## config.mk

```make
export PLATFORM = sky130hd
export DESIGN_NAME = xoro_gen
export DESIGN_NICKNAME = d
export VERILOG_FILES = /design/src/rtl/xoro_pkg.sv /design/src/rtl/xoro_core.sv /design/src/rtl/xoro_gen.sv
export SDC_FILE = /design/constraint.sdc
export NUM_CORES = 1
export LEC_CHECK = 0
export ABC_AREA = 1
export BUFFER_PORTS_ARGS = -buffer_cell sky130_fd_sc_hd__buf_2
export CAP_MARGIN = 20
export CORE_UTILIZATION = 35
export DETAILED_ROUTE_END_ITERATION = 10
export PLACE_DENSITY = 0.53
export SYNTH_ARGS = -nofsm -noshare
export SYNTH_HDL_FRONTEND = slang
export SYNTH_SLANG_ARGS = --single-unit
```

## constraint.sdc

```tcl
create_clock -name clk -period 2.55 [get_ports clk]
set_input_delay 0.3825 -clock clk [delete_from_list [all_inputs] [get_ports clk]]
set_output_delay 0.3825 -clock clk [all_outputs]
set_load 0.005 [all_outputs]
```

## src/rtl/xoro_pkg.sv

```systemverilog
// rtl/xoro_pkg.sv - shared widths, defaults, FSM encoding and step function for xoro_gen
package xoro_pkg;

  localparam int STATE_W = 64;
  localparam int OUT_W   = 63;
  localparam int CNT_W   = 32;

  localparam logic [STATE_W-1:0] SEED0_DEF = 64'h0123_4567_89AB_CDEF;
  localparam logic [STATE_W-1:0] SEED1_DEF = 64'hFEDC_BA98_7654_3210;

  localparam int ROT_A_DEF = 24;
  localparam int SHL_B_DEF = 16;
  localparam int ROT_C_DEF = 37;

  typedef enum logic {
    FILL = 1'b0,
    RUN  = 1'b1
  } xoro_state_e;

  function automatic logic [STATE_W-1:0] rotl(input logic [STATE_W-1:0] x, input int k);
    return (x << k) | (x >> (STATE_W - k));
  endfunction

  // Returns {s1', s0'} for one xoroshiro128 state advance.
  function automatic logic [2*STATE_W-1:0] xoro_step(
    input logic [STATE_W-1:0] s0,
    input logic [STATE_W-1:0] s1,
    input int                 rot_a = ROT_A_DEF,
    input int                 shl_b = SHL_B_DEF,
    input int                 rot_c = ROT_C_DEF
  );
    logic [STATE_W-1:0] t;
    t = s1 ^ s0;
    return {rotl(t, rot_c), rotl(s0, rot_a) ^ t ^ (t << shl_b)};
  endfunction

endpackage

```

## src/rtl/xoro_core.sv

```systemverilog
// rtl/xoro_core.sv - combinational xoroshiro128+ state step and 63-bit sum output
module xoro_core
  import xoro_pkg::*;
#(
  parameter int ROT_A = ROT_A_DEF,
  parameter int SHL_B = SHL_B_DEF,
  parameter int ROT_C = ROT_C_DEF
) (
  input  logic [STATE_W-1:0] s0_i,
  input  logic [STATE_W-1:0] s1_i,
  output logic [STATE_W-1:0] s0_next_o,
  output logic [STATE_W-1:0] s1_next_o,
  output logic [OUT_W-1:0]   sum_x_o
);

  assign {s1_next_o, s0_next_o} = xoro_step(s0_i, s1_i, ROT_A, SHL_B, ROT_C);

  // The weak low bit of the sum is discarded; carry out of bit 63 is dropped.
  assign sum_x_o = OUT_W'((s0_i + s1_i) >> 1);

endmodule

```

## src/rtl/xoro_gen.sv

```systemverilog
// rtl/xoro_gen.sv - xoroshiro128+ word source with valid/ready output and reseed port (optional XORO_ZERO_GUARD_EN)
module xoro_gen
  import xoro_pkg::*;
#(
  parameter logic [STATE_W-1:0] SEED0 = SEED0_DEF,
  parameter logic [STATE_W-1:0] SEED1 = SEED1_DEF,
  parameter int                 ROT_A = ROT_A_DEF,
  parameter int                 SHL_B = SHL_B_DEF,
  parameter int                 ROT_C = ROT_C_DEF
) (
  input  logic                 clk,
  input  logic                 resetn,
  input  logic                 seed_valid,
  output logic                 seed_ready,
  input  logic [2*STATE_W-1:0] seed_data,
  output logic                 out_valid,
  input  logic                 out_ready,
  output logic [OUT_W-1:0]     out_x,
  output logic [CNT_W-1:0]     out_count
`ifdef XORO_ZERO_GUARD_EN
  ,
  output logic                 zero_seen
`endif
);

  xoro_state_e        state_q, state_d;
  logic [STATE_W-1:0] s0_q, s0_d;
  logic [STATE_W-1:0] s1_q, s1_d;
  logic [OUT_W-1:0]   out_x_q, out_x_d;
  logic               out_valid_q, out_valid_d;
  logic [CNT_W-1:0]   count_q, count_d;

  logic [STATE_W-1:0] s0_next, s1_next;
  logic [OUT_W-1:0]   sum_x;
  logic [STATE_W-1:0] load_s0, load_s1;
  logic               seed_load;

  xoro_core #(
    .ROT_A (ROT_A),
    .SHL_B (SHL_B),
    .ROT_C (ROT_C)
  ) u_core (
    .s0_i      (s0_q),
    .s1_i      (s1_q),
    .s0_next_o (s0_next),
    .s1_next_o (s1_next),
    .sum_x_o   (sum_x)
  );

  assign seed_ready = (state_q == RUN);
  assign seed_load  = seed_valid && seed_ready;

`ifdef XORO_ZERO_GUARD_EN
  logic zero_seen_q, zero_seen_d;
  logic seed_zero;

  // An all-zero state is a fixed point of the generator, so swap in the reset seeds.
  assign seed_zero = (seed_data == '0);
  assign load_s0   = seed_zero ? SEED0 : seed_data[STATE_W-1:0];
  assign load_s1   = seed_zero ? SEED1 : seed_data[2*STATE_W-1:STATE_W];
  assign zero_seen = zero_seen_q;
  assign zero_seen_d = zero_seen_q | (seed_load & seed_zero);

  always_ff @(posedge clk or negedge resetn) begin
    if (!resetn) begin
      zero_seen_q <= 1'b0;
    end else begin
      zero_seen_q <= zero_seen_d;
    end
  end
`else
  assign load_s0 = seed_data[STATE_W-1:0];
  assign load_s1 = seed_data[2*STATE_W-1:STATE_W];
`endif

  always_comb begin
    state_d     = state_q;
    s0_d        = s0_q;
    s1_d        = s1_q;
    out_x_d     = out_x_q;
    out_valid_d = out_valid_q;
    count_d     = count_q;

    unique case (state_q)
      FILL: begin
        out_x_d     = sum_x;
        s0_d        = s0_next;
        s1_d        = s1_next;
        out_valid_d = 1'b1;
        state_d     = RUN;
      end
      RUN: begin
        if (out_valid_q && out_ready) begin
          out_x_d = sum_x;
          s0_d    = s0_next;
          s1_d    = s1_next;
          count_d = count_q + 1'b1;
        end
        // A seed load overrides state and count even when a word transfers this cycle.
        if (seed_load) begin
          s0_d        = load_s0;
          s1_d        = load_s1;
          out_valid_d = 1'b0;
          count_d     = '0;
          state_d     = FILL;
        end
      end
      default: begin
        state_d = FILL;
      end
    endcase
  end

  always_ff @(posedge clk or negedge resetn) begin
    if (!resetn) begin
      state_q     <= FILL;
      s0_q        <= SEED0;
      s1_q        <= SEED1;
      out_x_q     <= '0;
      out_valid_q <= 1'b0;
      count_q     <= '0;
    end else begin
      state_q     <= state_d;
      s0_q        <= s0_d;
      s1_q        <= s1_d;
      out_x_q     <= out_x_d;
      out_valid_q <= out_valid_d;
      count_q     <= count_d;
    end
  end

  assign out_x     = out_x_q;
  assign out_valid = out_valid_q;
  assign out_count = count_q;

endmodule

```

==> qor.tcl, run 1 <==
set qor(num_vias) 18157
set qor(fraction_of_synthesis_flops_using_an_asynchronous_set_or_reset_pin_pct) 100.0
set qor(final.period_utilization_pct) 95.09
set qor(setup_viol) 0
set qor(cts.sinks) 225
set qor(setup.reg_to_reg.worst_slack_ps) 130
set qor(pin_count_of_the_biggest_net_entering_global_routing) 124
set qor(worst_slew_margin_rel_pct) 50.75
set qor(synth_edf_count) 0
set qor(clock-skew-final_ps) 35.56
set qor(area_of_the_core_um2) 47950
set qor(yosys.cell_types.count) 44
set qor(yosysMostFrequentCell) {sky130_fd_sc_hd__nand2_1}
set qor(detailedRoute.firstPassIterationCount) 6
set qor(tritoncts_clock_tree) {built}
set qor(setup_repair_after_global_routing_missed_its_margin) {false}
set qor(initialDrtViolationCount) 1620
set qor(synth.net_count) 2845
set qor(drc) 0
set qor(final.fill_count) 5192
set qor(drive_gt1_share_pct) 19.31
set qor(final_max_slew_viol_count) 0
set qor(initial_cell_density_of_the_core_pct) 35.63
set qor(critPathLaunch) {s0_q[1]}
set qor(timing.critical_path.required_ps) 3010
set qor(synth_fa_ha_area_share_pct) 4.805
set qor(htree_num_levels) 1
set qor(clock-root-buffer) {sky130_fd_sc_hd__clkbuf_16}
set qor(synthesis.area_per_instance_um2) 6.451
set qor(synth.mux.area_fraction_pct) 0
set qor(portBuffers) 228
set qor(die_w_um) 222.9
set qor(globalplace.congestion) 0.9825
set qor(tightest_slew_ps) 733.5
set qor(drv_cap) 0
set qor(worstHoldPathType) {in -> reg}
set qor(layout.nets) 3113
set qor(dominantRegCellSynth) {sky130_fd_sc_hd__dfrtp_1}
set qor(ys_warn_count) 0
set qor(holdCritStartpoint) {seed_data[127]}
set qor(synthXorXnorAreaFrac_pct) 4.666
set qor(holdWs_ps) 22.30
set qor(cts-buffers-inserted) 29
set qor(drt-total-wl_um) 75830
set qor(grt_usage_pct) 30.29
set qor(r2r_start) {s0_q[1]}
set qor(largest_family_of_logic_cells_by_synthesized_area) {simple AND/OR/NAND/NOR gates}
set qor(place.detailed.hpwl_um) 62010
set qor(timing.rr.end) {out_x[12]}
set qor(setup.worst_path.end) {out_x[12]}
set qor(detail_route.wirelength.met1_um) 34630
set qor(fp.dieH_um) 222.9
set qor(critPathMaxStageDelay_ps) 610
set qor(gr-total-overflow) 0
set qor(first_global_vias) 17067
set qor(worst_ep_arrival_time_ps) 2890
set qor(finalCriticalPeriod_ps) 2425
set qor(grt_first_pass_wirelength_um) 110200
set qor(synth-compound-area-share_pct) 10.92
set qor(flow.area_growth_from_synthesis_pct) 20.65
set qor(top_signal_layer_used) {met5}
set qor(antenna_violations_before_repair) 2
set qor(cp.depth) 10
set qor(critical_path.most_common_cell) {sky130_fd_sc_hd__nand2_1}
set qor(fp_rows) 80
set qor(crit_path_end_kind) {flip-flop}
set qor(yosysSeqAreaShare_pct) 33.43
set qor(wire_per_inst_um) 21.34
set qor(cp_top_family) {simple AND/OR/NAND/NOR gates}
set qor(ys_top_cells_by_area) {sky130_fd_sc_hd__dfrtp_1 (24%), sky130_fd_sc_hd__nand2_1 (22%), sky130_fd_sc_hd__dfstp_2 (9.8%)}
set qor(fp.dieArea_um2) 49690
set qor(simple_gate_area_share_of_the_yosys_netlist_pct) 34.46
set qor(crit_chain) {ha_2, nand3_1, nand3_2, nand2_1, nand2_1, nand2_1, nand2_1, xor2_1, buf_4, o21ai_0}
set qor(clock_path_buffers) 3
set qor(timing.critical_path.slowest_stage_cell) {sky130_fd_sc_hd__dfstp_2}
set qor(synth.cell_area_um2) 17080
set qor(detailroute.wirelength.met3_um) 5195
set qor(path_buf_inv) 1
set qor(synthCells) 2648
set qor(clkLatencyLatePin_ps) 620
set qor(outcome) {finished clean}
set qor(crit_fanout) 7
set qor(clock.fmax_mhz) 412.4
set qor(synth_top_area_share_pct) 23.59
set qor(route.detailed.vias_per_inst) 5.110
set qor(netlist.top_cell.by_area) {sky130_fd_sc_hd__dfrtp_1}
set qor(design.portCount) 229
set qor(reg2regPathDepth) 10
set qor(clock_pin_slew_on_the_worst_setup_and_hold_paths_ps) 60
set qor(met2WireLength_um) 33450
set qor(synth.ff_latch_count) 225
set qor(drtAntennaViolNets) 0
set qor(synth.cells.most_frequent) {sky130_fd_sc_hd__nand2_1 (1013), sky130_fd_sc_hd__inv_1 (341), sky130_fd_sc_hd__nor2_1 (240), sky130_fd_sc_hd__dfrtp_1 (161), sky130_fd_sc_hd__o21ai_0 (131)}
set qor(startpoint_types) {flip-flop}
set qor(final-hold-violation-count) 0
set qor(criticalPathCategory) {reg -> reg}
## flip-flops by register name, indices dropped and copies added, names as in the netlist
name / flops
out_x: 63
seed_ready: 1
s0_q: 64
out_valid: 1
s1_q: 64
out_count: 32
## stage by stage
| stage | setup WS [ps] | instance area (µm²) | setup TNS (ps) | instances | utilization (%) |
|---|---|---|---|---|---|
| after CTS | 12.31 | 20430 | 0 | 3550 | 42.61 |
| after floorplan | 547.3 | 17080 | 0 | 2648 | - |
| final | 125.1 | 20610 | 0 | 3553 | 42.98 |
| after global routing | 3.278 | 20610 | 0 | 3553 | 42.98 |
| after detailed placement | -250.7 | 19450 | -684.6 | 3494 | 40.57 |
| after global placement | -296.9 | 19450 | -1376 | 3494 | 40.57 |
## placed cells by master, fill, tap and decap left out, types with 5 or more instances in the layout
cell type                   synthesis  routed
sky130_fd_sc_hd__a21oi_1           75      74
sky130_fd_sc_hd__a31oi_1           63      63
sky130_fd_sc_hd__buf_12             0      10
sky130_fd_sc_hd__buf_2             42     227
sky130_fd_sc_hd__buf_4             33     120
sky130_fd_sc_hd__clkbuf_1          46       9
sky130_fd_sc_hd__clkbuf_16          0      29
sky130_fd_sc_hd__clkbuf_8           0       7
sky130_fd_sc_hd__clkinv_1           5       5
sky130_fd_sc_hd__dfrtp_1          161     161
sky130_fd_sc_hd__dfstp_2           64      64
sky130_fd_sc_hd__ha_1              64      37
sky130_fd_sc_hd__ha_2               0      22
sky130_fd_sc_hd__ha_4               0       5
sky130_fd_sc_hd__inv_1            341     341
sky130_fd_sc_hd__inv_2             13      12
sky130_fd_sc_hd__nand2_1         1013    1008
sky130_fd_sc_hd__nand2_2           12      16
sky130_fd_sc_hd__nand3_1           91      89
sky130_fd_sc_hd__nand3_2            7       9
sky130_fd_sc_hd__nand3b_1           9       9
sky130_fd_sc_hd__nand4_1           19      19
sky130_fd_sc_hd__nor2_1           240     237
sky130_fd_sc_hd__nor2_2            12      12
sky130_fd_sc_hd__nor2_4             4       7
sky130_fd_sc_hd__nor3_1            18      17
sky130_fd_sc_hd__nor3_2             8       9
sky130_fd_sc_hd__o21ai_0          131     131
sky130_fd_sc_hd__o21ai_1           18      18
sky130_fd_sc_hd__o22ai_1           37      37
sky130_fd_sc_hd__xnor2_1           73      70
sky130_fd_sc_hd__xor2_1            18      18
## worst register-to-register path, stage by stage, from the launching register on
cell                      delay (ps)
sky130_fd_sc_hd__dfstp_2         610
sky130_fd_sc_hd__ha_2            380
sky130_fd_sc_hd__nand3_1         130
sky130_fd_sc_hd__nand3_2         110
sky130_fd_sc_hd__nand2_1          80
sky130_fd_sc_hd__nand2_1         150
sky130_fd_sc_hd__nand2_1         100
sky130_fd_sc_hd__nand2_1         110
sky130_fd_sc_hd__xor2_1          380
sky130_fd_sc_hd__buf_4           180
sky130_fd_sc_hd__o21ai_0          70
## logic make-up after synthesis
kind of cell             count (synthesis)
adder cells (fa/ha/maj)                 65
flip-flops                             225
AND/OR/NAND/NOR                       1444
XOR/XNOR                                91
buffers and inverters                  484
AO/OA/AOI/OAI                          339
## metal layers
metal / vias to the layer above / GRT usage [%]
met5: - / 0
met4: 2 / 9.410
met3: 114 / 3.819
met2: 678 / 47.28
met1: 8562 / 43.40
li1: 8801 / -
## area by class of cell
type                            instances  area (µm²)  area share, %
Multi-Input combinational cell       1939        9569          46.43
Sequential cell                       225        5710          27.71
Timing Repair Buffer                  362        2292          11.12
Inverter                              359        1350          6.551
Clock buffer                           45       855.8          4.153
Tap cell                              615       769.5          3.734
Clock inverter                          7       58.81         0.2854
Antenna cell                            1       2.502        0.01214
## worst min-delay path by stage
stage	end	slack (ps)	cells after the start
after floorplan	out_count[0]	90	0
after global placement	out_x[51]	380	1
after detailed placement	out_x[51]	380	1
after CTS	s1_q[63]	1	3
after global routing	s1_q[26]	20	3
final	s1_q[63]	20	3
## repair_timing
action	4_1_cts	5_1_grt
resized for setup	7	41
setup buffers	0	2
hold buffers	4	0
gates cloned	0	0
hold endpoints to repair	59	0
pin swaps	1	0
endpoints found under the setup margin	7	33
Power of run 1 is left out: the tool's default activity adds up to more than one toggle a clock period on the data nets, which glitch-free logic cannot reach.
==> run 2, diff against run 1 <==
- CELL_PAD_IN_SITES_DETAIL_PLACEMENT: unset -> 0
- CELL_PAD_IN_SITES_GLOBAL_PLACEMENT: unset -> 2
- CORE_UTILIZATION: 35 -> 32
- PLACE_DENSITY: 0.53 -> 0.81
==> qor.tcl, run 2 (synthesis results as in run 1) <==
set qor(initial_cell_density_of_the_core_pct) 32.44 ;# -3.2 points
set qor(finalCriticalPeriod_ps) 2476 ;# +51.42 ps
set qor(design.portCount) 229 ;# unchanged
set qor(gr-total-overflow) 0 ;# unchanged
set qor(grt_first_pass_wirelength_um) 114400 ;# +3.8%
set qor(portBuffers) 228 ;# unchanged
set qor(drive_gt1_share_pct) 18.73 ;# -0.57 points
set qor(drtAntennaViolNets) 0 ;# unchanged
set qor(final_max_slew_viol_count) 0 ;# unchanged
set qor(worst_slew_margin_rel_pct) 45.25 ;# -5.5 points
set qor(die_w_um) 233.0 ;# +4.5%
set qor(reg2regPathDepth) 12 ;# +2
set qor(layout_common_cells) {sky130_fd_sc_hd__nand2_1 (1012), sky130_fd_sc_hd__inv_1 (341), sky130_fd_sc_hd__nor2_1 (239)}
set qor(worst_ep_arrival_time_ps) 2930 ;# +40 ps
set qor(drt-total-wl_um) 79490 ;# +4.8%
set qor(critPathMaxStageDelay_ps) 570 ;# -40 ps
set qor(setup_viol) 0 ;# unchanged
set qor(initialDrtViolationCount) 1427 ;# -12%
set qor(tritoncts_clock_tree) {built}
set qor(flow.area_growth_from_synthesis_pct) 20.58 ;# about the same
set qor(first_global_vias) 17275 ;# +1.2%
set qor(setup.reg_to_reg.worst_slack_ps) 70 ;# -50 ps
set qor(cp_top_family) {simple AND/OR/NAND/NOR gates}
set qor(crit_path_end_kind) {flip-flop}
set qor(timing.critical_path.required_ps) 3000 ;# about the same
set qor(critical_path.most_common_cell) {sky130_fd_sc_hd__nand2_1}
set qor(drc) 0 ;# unchanged
set qor(pin_count_of_the_biggest_net_entering_global_routing) 124 ;# unchanged
set qor(clock_path_buffers) 3 ;# unchanged
set qor(holdCritStartpoint) {seed_data[114]}
set qor(final_common_cell) {sky130_fd_sc_hd__nand2_1}
set qor(clkLatencyLatePin_ps) 600 ;# -20 ps
set qor(outcome) {finished clean}
set qor(whs_endpoint) {s1_q[50]}
set qor(setup_ws_ps) 73.68 ;# -51.42 ps
set qor(final_core_util_pct) 39.12 ;# -3.9 points
set qor(crit_fanout) 7 ;# unchanged
set qor(dp_slack_ps) -44.39 ;# +206.3 ps
set qor(path_buf_inv) 1 ;# unchanged
set qor(timing.critical_path.slowest_stage_cell) {sky130_fd_sc_hd__dfstp_2}
set qor(fp.dieArea_um2) 54310 ;# +9.3%
set qor(wire_per_inst_um) 21.96 ;# +2.9%
set qor(antenna_cells_inserted) 0 ;# -1
set qor(drv_cap) 0 ;# unchanged
set qor(cts-buffers-inserted) 29 ;# unchanged
set qor(worstHoldPathType) {in -> reg}
set qor(crit_chain) {ha_2, nand2_1, nand2_1, a21oi_1, nand2_1, nand2_1, nand2_1, nand2_1, nand2_1, xnor2_1, buf_4, o21ai_1}
set qor(setup_repair_after_global_routing_missed_its_margin) {false}
set qor(route.detailed.vias_per_inst) 4.999 ;# -2.2%
set qor(detailedRoute.firstPassIterationCount) 6 ;# unchanged
set qor(criticalPathCategory) {reg -> reg}
set qor(fp_rows) 84 ;# +5.0%
set qor(fin_setup_tns_ps) 0 ;# unchanged
set qor(layout.nets) 3105 ;# -0.26%
set qor(clock-skew-final_ps) 29.94 ;# -5.620 ps
set qor(fp.dieH_um) 233.0 ;# +4.5%
set qor(timing.rr.end) {out_x[26]}
set qor(cts.sinks) 225 ;# unchanged
set qor(tightest_slew_ps) 815.3 ;# +81.88 ps
set qor(globalplace.congestion) 0.9905 ;# +0.81%
set qor(startpoint_types) {flip-flop}
set qor(area_of_the_core_um2) 52660 ;# +9.8%
set qor(r2r_start) {s0_q[6]}
set qor(timing.hold.worst_path_depth) 3 ;# unchanged
set qor(final-hold-violation-count) 0 ;# unchanged
set qor(grt_usage_pct) 29.24 ;# -1.1 points
set qor(clock-root-buffer) {sky130_fd_sc_hd__clkbuf_16}
set qor(antenna_violations_before_repair) 2 ;# unchanged
set qor(place.detailed.hpwl_um) 64460 ;# +3.9%
set qor(num_vias) 18091 ;# -0.36%
set qor(clock_pin_slew_on_the_worst_setup_and_hold_paths_ps) 60 ;# about the same
set qor(clock.fmax_mhz) 403.8 ;# -2.1%
set qor(final.period_utilization_pct) 97.11 ;# +2.0 points
set qor(final.fill_count) 5746 ;# +11%
set qor(htree_num_levels) 1 ;# unchanged
-- run 2: changes by cell type in the layout (fill, tap and decap cells not counted), moves of 2 or more --
| cell | before | now |
|---|---|---|
| sky130_fd_sc_hd__xnor2_1 | 70 | 72 |
| sky130_fd_sc_hd__nor2_1 | 237 | 239 |
| sky130_fd_sc_hd__buf_4 | 120 | 111 |
| sky130_fd_sc_hd__clkbuf_1 | 9 | 11 |
| sky130_fd_sc_hd__nand2_1 | 1008 | 1012 |
| sky130_fd_sc_hd__nand2_2 | 16 | 12 |
| sky130_fd_sc_hd__xnor2_2 | 3 | 1 |
| sky130_fd_sc_hd__nor2_4 | 7 | 5 |
| sky130_fd_sc_hd__dlygate4sd3_1 | 4 | 6 |
-- run 2: per-layer routing --
| layer | share of wire [%] | vias up | global-route usage (%) |
|---|---|---|---|
| met5 | 0.020 | - | 0 |
| met4 | 3.5 | 2 | 10.09 |
| met3 | 6.6 | 116 | 4.289 |
| met2 | 43 | 652 | 44.75 |
| met1 | 47 | 8526 | 41.58 |
| li1 | - | 8795 | - |
-- run 2: layout make-up --
class | count | area [µm²] | area share, %
multi-input cells | 1939 | 9528 | 46.26
flip-flops and latches | 225 | 5710 | 27.72
inverters | 359 | 1350 | 6.554
well taps | 688 | 860.8 | 4.179
clock buffers | 46 | 849.6 | 4.125
repair buffers | 354 | 2225 | 10.80
clock inverters | 8 | 73.82 | 0.3584
-- run 2: stage by stage --
step	hold slack [ps]	cells	instance area [µm²]
2_1_floorplan	86.91	2648	17080
3_3_place_gp	266.2	3557	19450
3_5_place_dp	272.4	3557	19450
4_1_cts	1.756	3617	20450
5_1_grt	24.41	3619	20600
6_report	30.22	3619	20600
-- run 2: worst min-delay path, delay by kind of cell --
family                 cells  cell delay [ps]
AOI/OAI and AO/OA          1               90
buffers and inverters      1               90
and+or+nand+nor            1               60
-- run 2: worst max path at each step --
stage                  start         to  slack (ps)  cells after the start
floorplan            s0_q[0]  out_x[59]         550                     14
global placement     s0_q[6]  out_x[40]        -100                     12
detailed placement   s0_q[6]  out_x[40]         -40                     12
CTS                  s0_q[5]  out_x[40]           4                     12
global route        s0_q[21]  out_x[40]           2                     12
finish               s0_q[6]  out_x[26]          70                     12
-- run 2: repair_timing --
item / 4_1_cts / 5_1_grt
endpoints found under the hold margin: 50 / 0
resized for setup: 2 / 36
buffers inserted: 0 / 2
endpoints found under the setup margin: 5 / 32
hold buffers: 6 / 0
Power of run 2 is left out for the same reason.
